===== src/rtl/audio_pkg.sv =====
// Shared types and constants for the record/playback sequencer.
// Included by audio_seq_ctrl and audio_addr_gen.
package audio_pkg;
  localparam int ADDR_W     = 18;
  localparam int DATA_W     = 16;
  localparam int SRAM_DEPTH = 262144;

  typedef enum logic [1:0] {
    ST_IDLE  = 2'b00,
    ST_REC   = 2'b01,
    ST_PLAY  = 2'b10,
    ST_PAUSE = 2'b11
  } state_e;
endpackage


===== src/rtl/audio_addr_gen.sv =====
// Write/play pointers, repeat counter, speed step and end-of-data test.
// Pointers are one bit wider than the SRAM address so full depth is countable.
module audio_addr_gen
  import audio_pkg::*;
#(
  parameter int ADDR_W = 18
) (
  input  logic              clk,
  input  logic              rst_n,
  input  logic              rec_start_i,
  input  logic              play_start_i,
  input  logic              wr_adv_i,
  input  logic              rd_adv_i,
  input  logic [2:0]        speed_i,
  input  logic              fast_i,
  output logic [ADDR_W-1:0] wr_addr_o,
  output logic [ADDR_W-1:0] rd_addr_o,
  output logic [ADDR_W:0]   rec_len_o,
  output logic              wr_last_o,
  output logic              rd_last_o
);
  logic [ADDR_W:0] wptr_q, wptr_d;
  logic [ADDR_W:0] pptr_q, pptr_d, pnext;
  logic [2:0]      rep_q, rep_d, rep_nx;
  logic [3:0]      step_k;

  assign step_k = {1'b0, speed_i} + 4'd1;

  always_comb begin
    pnext  = pptr_q;
    rep_nx = rep_q + 3'd1;
    if (fast_i) begin
      pnext  = pptr_q + {{(ADDR_W-3){1'b0}}, step_k};
      rep_nx = 3'd0;
    end else if (rep_q >= speed_i) begin
      pnext  = pptr_q + 1'b1;
      rep_nx = 3'd0;
    end
  end

  always_comb begin
    wptr_d = wptr_q;
    pptr_d = pptr_q;
    rep_d  = rep_q;
    if (rec_start_i)
      wptr_d = '0;
    else if (wr_adv_i)
      wptr_d = wptr_q + 1'b1;
    if (play_start_i) begin
      pptr_d = '0;
      rep_d  = 3'd0;
    end else if (rd_adv_i) begin
      pptr_d = pnext;
      rep_d  = rep_nx;
    end else if (fast_i) begin
      rep_d  = 3'd0;
    end
  end

  always_ff @(posedge clk or negedge rst_n) begin
    if (!rst_n) begin
      wptr_q <= '0;
      pptr_q <= '0;
      rep_q  <= 3'd0;
    end else begin
      wptr_q <= wptr_d;
      pptr_q <= pptr_d;
      rep_q  <= rep_d;
    end
  end

  assign wr_addr_o = wptr_q[ADDR_W-1:0];
  assign rd_addr_o = pptr_q[ADDR_W-1:0];
  assign rec_len_o = wptr_q;
  assign wr_last_o = (wptr_q == {1'b0, {ADDR_W{1'b1}}});
  assign rd_last_o = (pnext >= wptr_q);
endmodule


===== src/rtl/audio_seq_ctrl.sv =====
// Transport FSM and SRAM strobe timing for the audio record/play path.
// One SRAM access per frame; reads land in dac_data two cycles after the tick.
module audio_seq_ctrl
  import audio_pkg::*;
#(
  parameter int ADDR_W = 18,
  parameter int DATA_W = 16
) (
  input  logic              clk,
  input  logic              rst_n,
  input  logic              btn_play,
  input  logic              btn_rec,
  input  logic              btn_pause,
  input  logic              btn_stop,
  input  logic [2:0]        speed,
  input  logic              fast,
  input  logic              frame_tick,
  input  logic [DATA_W-1:0] adc_data,
  input  logic [DATA_W-1:0] sram_rdata,
  output logic [ADDR_W-1:0] sram_addr,
  output logic [DATA_W-1:0] sram_wdata,
  output logic              sram_we_n,
  output logic              sram_oe_n,
  output logic [DATA_W-1:0] dac_data,
  output logic [1:0]        state,
  output logic [ADDR_W:0]   rec_len
);
  state_e            state_q, nxt_st;
  logic [ADDR_W-1:0] addr_q;
  logic [DATA_W-1:0] wdata_q, dac_q;
  logic              we_n_q, oe_n_q;
  logic              rd_pend_q, last_q, fin_q;
  logic              act, wr_adv, rd_adv;
  logic              rec_start, play_start;
  logic [ADDR_W-1:0] wr_addr, rd_addr;
  logic              wr_last, rd_last;

  // Legal button transitions; an accepted button suppresses this frame's access.
  always_comb begin
    nxt_st = state_q;
    act    = 1'b0;
    unique case (state_q)
      ST_IDLE: begin
        if (btn_rec) begin
          nxt_st = ST_REC;
          act    = 1'b1;
        end else if (btn_play && rec_len != '0) begin
          nxt_st = ST_PLAY;
          act    = 1'b1;
        end
      end
      ST_REC: begin
        if (btn_stop) begin
          nxt_st = ST_IDLE;
          act    = 1'b1;
        end
      end
      ST_PLAY: begin
        if (btn_stop) begin
          nxt_st = ST_IDLE;
          act    = 1'b1;
        end else if (btn_pause) begin
          nxt_st = ST_PAUSE;
          act    = 1'b1;
        end
      end
      ST_PAUSE: begin
        if (btn_stop) begin
          nxt_st = ST_IDLE;
          act    = 1'b1;
        end else if (btn_play) begin
          nxt_st = ST_PLAY;
          act    = 1'b1;
        end
      end
    endcase
  end

  assign rec_start  = act && (state_q == ST_IDLE) && (nxt_st == ST_REC);
  assign play_start = act && (state_q == ST_IDLE) && (nxt_st == ST_PLAY);
  assign wr_adv     = frame_tick && !act && (state_q == ST_REC);
  assign rd_adv     = frame_tick && !act && (state_q == ST_PLAY);

  audio_addr_gen #(
    .ADDR_W(ADDR_W)
  ) u_addr (
    .clk         (clk),
    .rst_n       (rst_n),
    .rec_start_i (rec_start),
    .play_start_i(play_start),
    .wr_adv_i    (wr_adv),
    .rd_adv_i    (rd_adv),
    .speed_i     (speed),
    .fast_i      (fast),
    .wr_addr_o   (wr_addr),
    .rd_addr_o   (rd_addr),
    .rec_len_o   (rec_len),
    .wr_last_o   (wr_last),
    .rd_last_o   (rd_last)
  );

  always_ff @(posedge clk or negedge rst_n) begin
    if (!rst_n) begin
      state_q   <= ST_IDLE;
      addr_q    <= '0;
      wdata_q   <= '0;
      we_n_q    <= 1'b1;
      oe_n_q    <= 1'b1;
      dac_q     <= '0;
      rd_pend_q <= 1'b0;
      last_q    <= 1'b0;
      fin_q     <= 1'b0;
    end else begin
      we_n_q    <= 1'b1;
      oe_n_q    <= 1'b1;
      rd_pend_q <= 1'b0;
      fin_q     <= 1'b0;
      if (act) begin
        state_q <= nxt_st;
        if (nxt_st == ST_IDLE || nxt_st == ST_PAUSE)
          dac_q <= '0;
      end else if (wr_adv) begin
        addr_q  <= wr_addr;
        wdata_q <= adc_data;
        we_n_q  <= 1'b0;
        last_q  <= wr_last;
      end else if (rd_adv) begin
        addr_q    <= rd_addr;
        oe_n_q    <= 1'b0;
        rd_pend_q <= 1'b1;
        last_q    <= rd_last;
      end else if (rd_pend_q) begin
        dac_q <= sram_rdata;
        fin_q <= last_q;
      end else if (!we_n_q && last_q) begin
        state_q <= ST_IDLE;
      end else if (fin_q) begin
        state_q <= ST_IDLE;
        dac_q   <= '0;
      end
    end
  end

  assign sram_addr  = addr_q;
  assign sram_wdata = wdata_q;
  assign sram_we_n  = we_n_q;
  assign sram_oe_n  = oe_n_q;
  assign dac_data   = dac_q;
  assign state      = state_q;
endmodule


===== config.mk =====
export PLATFORM = sky130hd
export DESIGN_NAME = audio_seq_ctrl
export DESIGN_NICKNAME = d
export VERILOG_FILES = /design/src/rtl/audio_pkg.sv /design/src/rtl/audio_addr_gen.sv /design/src/rtl/audio_seq_ctrl.sv
export SDC_FILE = /design/constraint.sdc
export NUM_CORES = 1
export LEC_CHECK = 0
export ABC_AREA = 1
export CAP_MARGIN = 20
export CORE_MARGIN = 3
export CORE_UTILIZATION = 55
export CTS_CLUSTER_DIAMETER = 80
export DETAILED_ROUTE_END_ITERATION = 8
export GPL_ROUTABILITY_DRIVEN = 0
export HOLD_SLACK_MARGIN = 0.05
export PLACE_DENSITY = 0.83
export REMOVE_ABC_BUFFERS = 1
export SLEW_MARGIN = 20
export SYNTH_ARGS = -nofsm -noshare
export SYNTH_HDL_FRONTEND = slang
export SYNTH_SLANG_ARGS = --single-unit

===== constraint.sdc =====
create_clock -name clk -period 6.5 [get_ports clk]
set_input_delay 0.975 -clock clk [delete_from_list [all_inputs] [get_ports clk]]
set_output_delay 0.975 -clock clk [all_outputs]
set_load 0.005 [all_outputs]

After elaboration in Yosys (flattened, before gate mapping)

Index checks and enable logic that the tools add are counted.

Equality and inequality tests: 12
Add/subtract/negate cells: 5
Bitwise logic cells: 1
Reductions and logical operators: 24
Mux-type cells: 56
Magnitude comparators: 2

Operators by type and width:

| operator              | count |
|---|---|
| $mux 19               | 6 |
| $mux 16               | 7 |
| $add 19x1->19 const B | 2 |
| $mux 18               | 2 |
| $mux 2                | 13 |
| $mux 1                | 21 |
| $add 19x4->19         | 1 |
| $eq 19x18->1 const B  | 1 |
| $ge 19x19->1          | 1 |
| $reduce_bool 19->1    | 1 |
| $mux 3                | 5 |
| $reduce_bool 3->1     | 3 |
| $eq 2x2->1 const B    | 4 |
| $logic_and 1x1->1     | 8 |
| $pmux 2 s4            | 1 |
| $reduce_bool 2->1     | 3 |
| $reduce_and 5->1      | 1 |
| $add 3x1->4 const B   | 1 |
| $eq 2x1->1 const B    | 2 |
| $logic_not 2->1       | 2 |
| $ne 2x1->1 const B    | 2 |
| $ne 2x2->1 const B    | 2 |
| $pmux 1 s4            | 1 |
| $reduce_and 2->1      | 2 |
| 7 further kinds       | 8 |

Register bits after elaboration: 98
Output and inout bits: 73

Longest topological paths before layout

Depth after elaboration: 11
Depth in mapped cells: 23
Depth with buffers taken out: 22

Cells and area by module

A second synthesis with hierarchy kept.

Cells, all modules: 859
Area, all modules: 6,354.8 um^2

Modules (own cells, without submodules):

| module         | seq. area each (um^2) | times used | area an instance (um^2) | cells an instance |
|---|---|---|---|---|
| audio_addr_gen | 1,026.0               | 1          | 3,602.2                 | 504 |
| audio_seq_ctrl | 1,428.9               | 1          | 2,752.6                 | 355 |

Worst setup path before layout

Ideal clock, no wire load.

Path type: input to register
Start: in speed[0]
End: reg last_q
Setup time: 0.117 ns
Path slack: 3.189 ns
Arrival: 3.194 ns
Buffers on the path: 1
Stages on the path: 22
Cells stage by stage: inv_1 -> ha_1 -> inv_1 -> fa_1 -> nand2_1 -> a21oi_1 -> nor2_1 -> a21oi_1 -> buf_4 -> nand4_1 -> nand2_1 -> ha_1 -> nand2_1 -> inv_1 -> nand3_1 -> nand3_1 -> a21oi_1 -> nand4_1 -> nand2_1 -> nand2_1 -> nand2_1 -> nand2_1

Longest elaborated chain between the ends: 6

Ends and longest elaborated chain:

| item                                             | line                                       | source |
|---|---|---|
| from (decl)                                      | audio_seq_ctrl.sv:15                       | `input logic [2:0] speed,` |
| $add 3x1->4 / $ge 3x3->1 (equally long branches) | audio_addr_gen.sv:27, audio_addr_gen.sv:35 |  |
| $add 19x4->19 / $mux 19 (equally long branches)  | audio_addr_gen.sv:33, audio_addr_gen.sv:35 |  |
| $mux 19 (*)                                      | audio_addr_gen.sv:32                       | `if (fast_i) begin` |
| $ge 19x19->1 (*)                                 | audio_addr_gen.sv:76                       | `assign rd_last_o = (pnext >= wptr_q);` |
| $mux 1 (*)                                       | audio_seq_ctrl.sv:127                      | `end else if (rd_adv) begin` |
| $mux 1 (*)                                       | audio_seq_ctrl.sv:122                      | `end else if (wr_adv) begin` |
| to (signal assigned)                             | audio_seq_ctrl.sv:126                      | `last_q <= wr_last;` |
| to (signal assigned)                             | audio_seq_ctrl.sv:131                      | `last_q <= rd_last;` |
| to (decl)                                        | audio_seq_ctrl.sv:32                       | `logic rd_pend_q, last_q, fin_q;` |

Every way passes the cells marked *; elsewhere a longest branch is shown, timed or not. The select of a mux whose other input is x is not followed.
A chain may end at the register's enable or synchronous reset.

Worst setup path after layout

Start: in speed[1]
End: reg last_q

The elaborated chain is that of the path after synthesis.

==> run_results.csv <==
group,metric,value,unit
floorplanning,start_util,57.12,%
setup_path,crit_required,6740,ps
power,power_leakage,0.003896,µW
routing,vias_per_cell,5.606,
clock_network,cts.sinks,98,
floorplanning,rows,38,
setup_path,reg2reg_to,"u_addr.rec_len_o[17]",
run,maxCapViolations,0,
hold_path,hp-start,"dac_data[0]",
logic_synthesis,synth_xor_area_share,2.919,%
floorplanning,num_io_pins,116,
finish,stdcell_area,7745,µm²
clock_network,postCtsSetupBuffers,0,
logic_synthesis,ys.flop_type,"dfrtp_1",
logic_synthesis,yosys-top-cells-count,"323 x nand2_1, 96 x dfrtp_1, 91 x inv_1",
logic_synthesis,synth_top_family_by_area,"simple AND/OR/NAND/NOR gates",
setup_path,start_kind,"input pin",
routing,drc,0,
logic_synthesis,synth_top_area_share,38.13,%
setup_path,regToRegStartpoint,"u_addr.rec_len_o[0]",
timing,fmax,236.1,MHz
placed_design,placed_cell_area,7461,µm²
timing,drv_slew,0,
setup_path,r2r_slack,2890,ps
setup_path,path_class,"in2reg",
logic_synthesis,synth_area_leader_cell,"dfrtp_1",
placed_design,numPortBuffers,115,
finish,diodes,0,
routing,totalWireLength,17.39,mm
timing,post-route-period-util,65.15,%
finish,multiInputGateArea,3307,µm²
logic_synthesis,synth_compound_area_share,5.719,%
hold_path,hold_path.class,"reg2reg",
power,vdd_drop_max,0.2224,mV
clock_network,htree_levels,3,
hold_path,whs_path_depth,2,
global_routing,grt_max_degree,55,
timing,fin_worst_skew,9.033,ps
setup_path,crit_path_end_kind,"register",
clock_network,cts_max_path_buffers,2,
routing,firstDrtPassIters,8,
logic_synthesis,yosysMostFrequentCell,"nand2_1",
setup_path,path_max_fanout,15,
global_routing,antenna_found_initial,0,
routing,num_vias,6324,
setup_path,rr_worst_depth,12,
global_routing,grt_pass1_vias,5813,
logic_synthesis,synth-seq-cells,98,
global_routing,grt_use_total,27.69,%
hold_path,worst_hold_path.endpoint,"dac_data[0]",
routing,drtIter0Drc,772,
finish,nets,1058,
logic_synthesis,synth_cell_type_count,32,
floorplanning,die-height,113.0,µm
clock_network,clkTransAtPathRegs,70,ps
status,status,"complete, no violations",
logic_synthesis,synthTopCellsByArea,"dfrtp_1 38%, nand2_1 19%, nand3_1 6.6%",
logic_synthesis,yosys.area_share.simple,37.15,%
clock_network,clk_latency,350,ps
logic_synthesis,syn_area,6301,µm²
timing,worst_pin_slew,1041,ps
timing,finalHoldViolations,0,
clock_network,ctsResizeCount,0,
finish,stdcell_count,1128,
clock_network,cts_root_buffer,"clkbuf_16",
global_routing,grt-ovfl-total,0,
floorplanning,core,11030,µm²
placed_design,hpwlAfterDp,12.49,mm
finish,drive_gt1_share,3.644,%
logic_synthesis,synth.area.mux_share,0.1589,%
floorplanning,dieArea,12780,µm²
logic_synthesis,synth-edff-count,0,
global_routing,grt_pass1_wl,28.72,mm
power,p_total,3120,µW
timing,setup_viol_count_final,0,
timing,rsz0062_at_grt,"no",
logic_synthesis,syn_area_per_cell,7.112,µm²
routing,routedWlPerCell,15.42,µm
power,p_per_area,402.9,nW/µm²
finish,fill_cells,907,
placed_design,dp_cells,1112,
setup_path,cp.arrival,4480,ps
clock_network,cts.hold.buffers_added,0,
clock_network,cts_buffers,9,
logic_synthesis,yosysSeqAreaShare,38.96,%
timing,finalSetupTns,0,ps
clock_network,tritoncts,"built",
logic_synthesis,syn_inst,886,
routing,ant_nets,0,
timing,min_period,4235,ps
logic_synthesis,synth_warnings,0,
logic_synthesis,async_flop_share,100.0,%
logic_synthesis,synth_adder_area_share,6.473,%
finish,seq_area,2455,µm²
timing,max_slew_margin,30.27,%
finish,area_delta_synth_final,22.92,%
floorplanning,die_x,113.0,µm
-- final cells by class --
type / count / area share [%]
sequential: 98 / 31.70
clock buffer: 10 / 2.956
tap: 140 / 2.262
inverter: 95 / 4.604
clock inverter: 6 / 0.6624
multi-input combinational: 661 / 42.70
timing repair buffer: 118 / 15.12
-- cell families after synthesis --
logic type | count (synthesis)
mux | 1
xor+xnor | 21
compound gates | 67
buf+inv | 127
fa+ha+maj | 32
flops | 98
simple gates | 540
-- routing by layer --
metal / up-vias / global-route usage [%] / part of all wire [%]
li1: 3052 / - / -
met1: 2904 / 39.41 / 44
met2: 327 / 41.23 / 44
met3: 41 / 5.294 / 8.8
met4: 0 / 12.26 / 3.1
met5: - / 0 / 0
-- power breakdown --
group / internal, µW / total (µW) / switching (µW) / leakage, µW
sequential: 795 / 992 / 196 / 0.00130
combinational: 642 / 1610 / 971 / 0.00245
clock: 265 / 516 / 250 / 0.000139
-- flip-flops by register name, summed over array words and instances (netlist names) --
signal,count
dac_data,16
fin_q,1
last_q,1
rd_pend_q,1
sram_addr,18
sram_oe_n,1
sram_wdata,16
sram_we_n,1
state,2
u_addr.pptr_q,19
u_addr.rec_len_o,19
u_addr.rep_q,3
-- critical path, stage by stage --
cell	delay, ps
clkdlybuf4s50_1	540
inv_1	70
ha_1	290
nand3_1	70
nand3_1	330
nand2_1	120
a21oi_2	560
nand3_1	160
nand2_1	90
nand2_1	70
ha_1	320
nand2_1	110
inv_1	60
nand3_1	60
nand3_1	70
a21oi_1	170
nand4_1	120
nand2_1	100
nand2_1	70
nand2_1	60
nand2_1	60
-- cell usage in the layout, fill, tap and decap left out, types with 2 or more instances in the layout --
cell type / count
nand2_1: 323
clkdlybuf4s50_1: 114
dfrtp_1: 96
inv_1: 91
nand3_1: 83
nor2_1: 60
nand4_1: 41
o21ai_0: 35
ha_1: 31
xor2_1: 21
a21oi_1: 20
nor3_1: 18
clkbuf_16: 9
o22ai_1: 5
o21ai_1: 4
inv_2: 4
buf_4: 4
nand2_2: 3
clkinv_4: 3
and2_1: 2
nor4_1: 2
nand2_4: 2
nand3_4: 2
dfstp_2: 2
-- how the worst max path moves through the flow --
stage | startpoint | to | slack (ps) | cells past startpoint
after floorplan | speed[2] | last_q | 2850 | 20
after global placement | speed[1] | last_q | 1910 | 21
after detailed placement | speed[1] | last_q | 1680 | 21
after CTS | speed[1] | last_q | 2040 | 21
after global routing | speed[1] | last_q | 1910 | 21
final | speed[1] | last_q | 2260 | 21
-- metrics by stage --
step           hold WS (ps)  setup slack [ps]  utilization (%)
2_1_floorplan         465.4              2851                -
3_3_place_gp          453.1              1908            67.64
3_5_place_dp          458.0              1681            67.64
4_1_cts               474.6              2040            70.18
5_1_grt               506.1              1913            70.21
6_report              468.9              2265            70.21
Power figures use the tool's default switching activity.
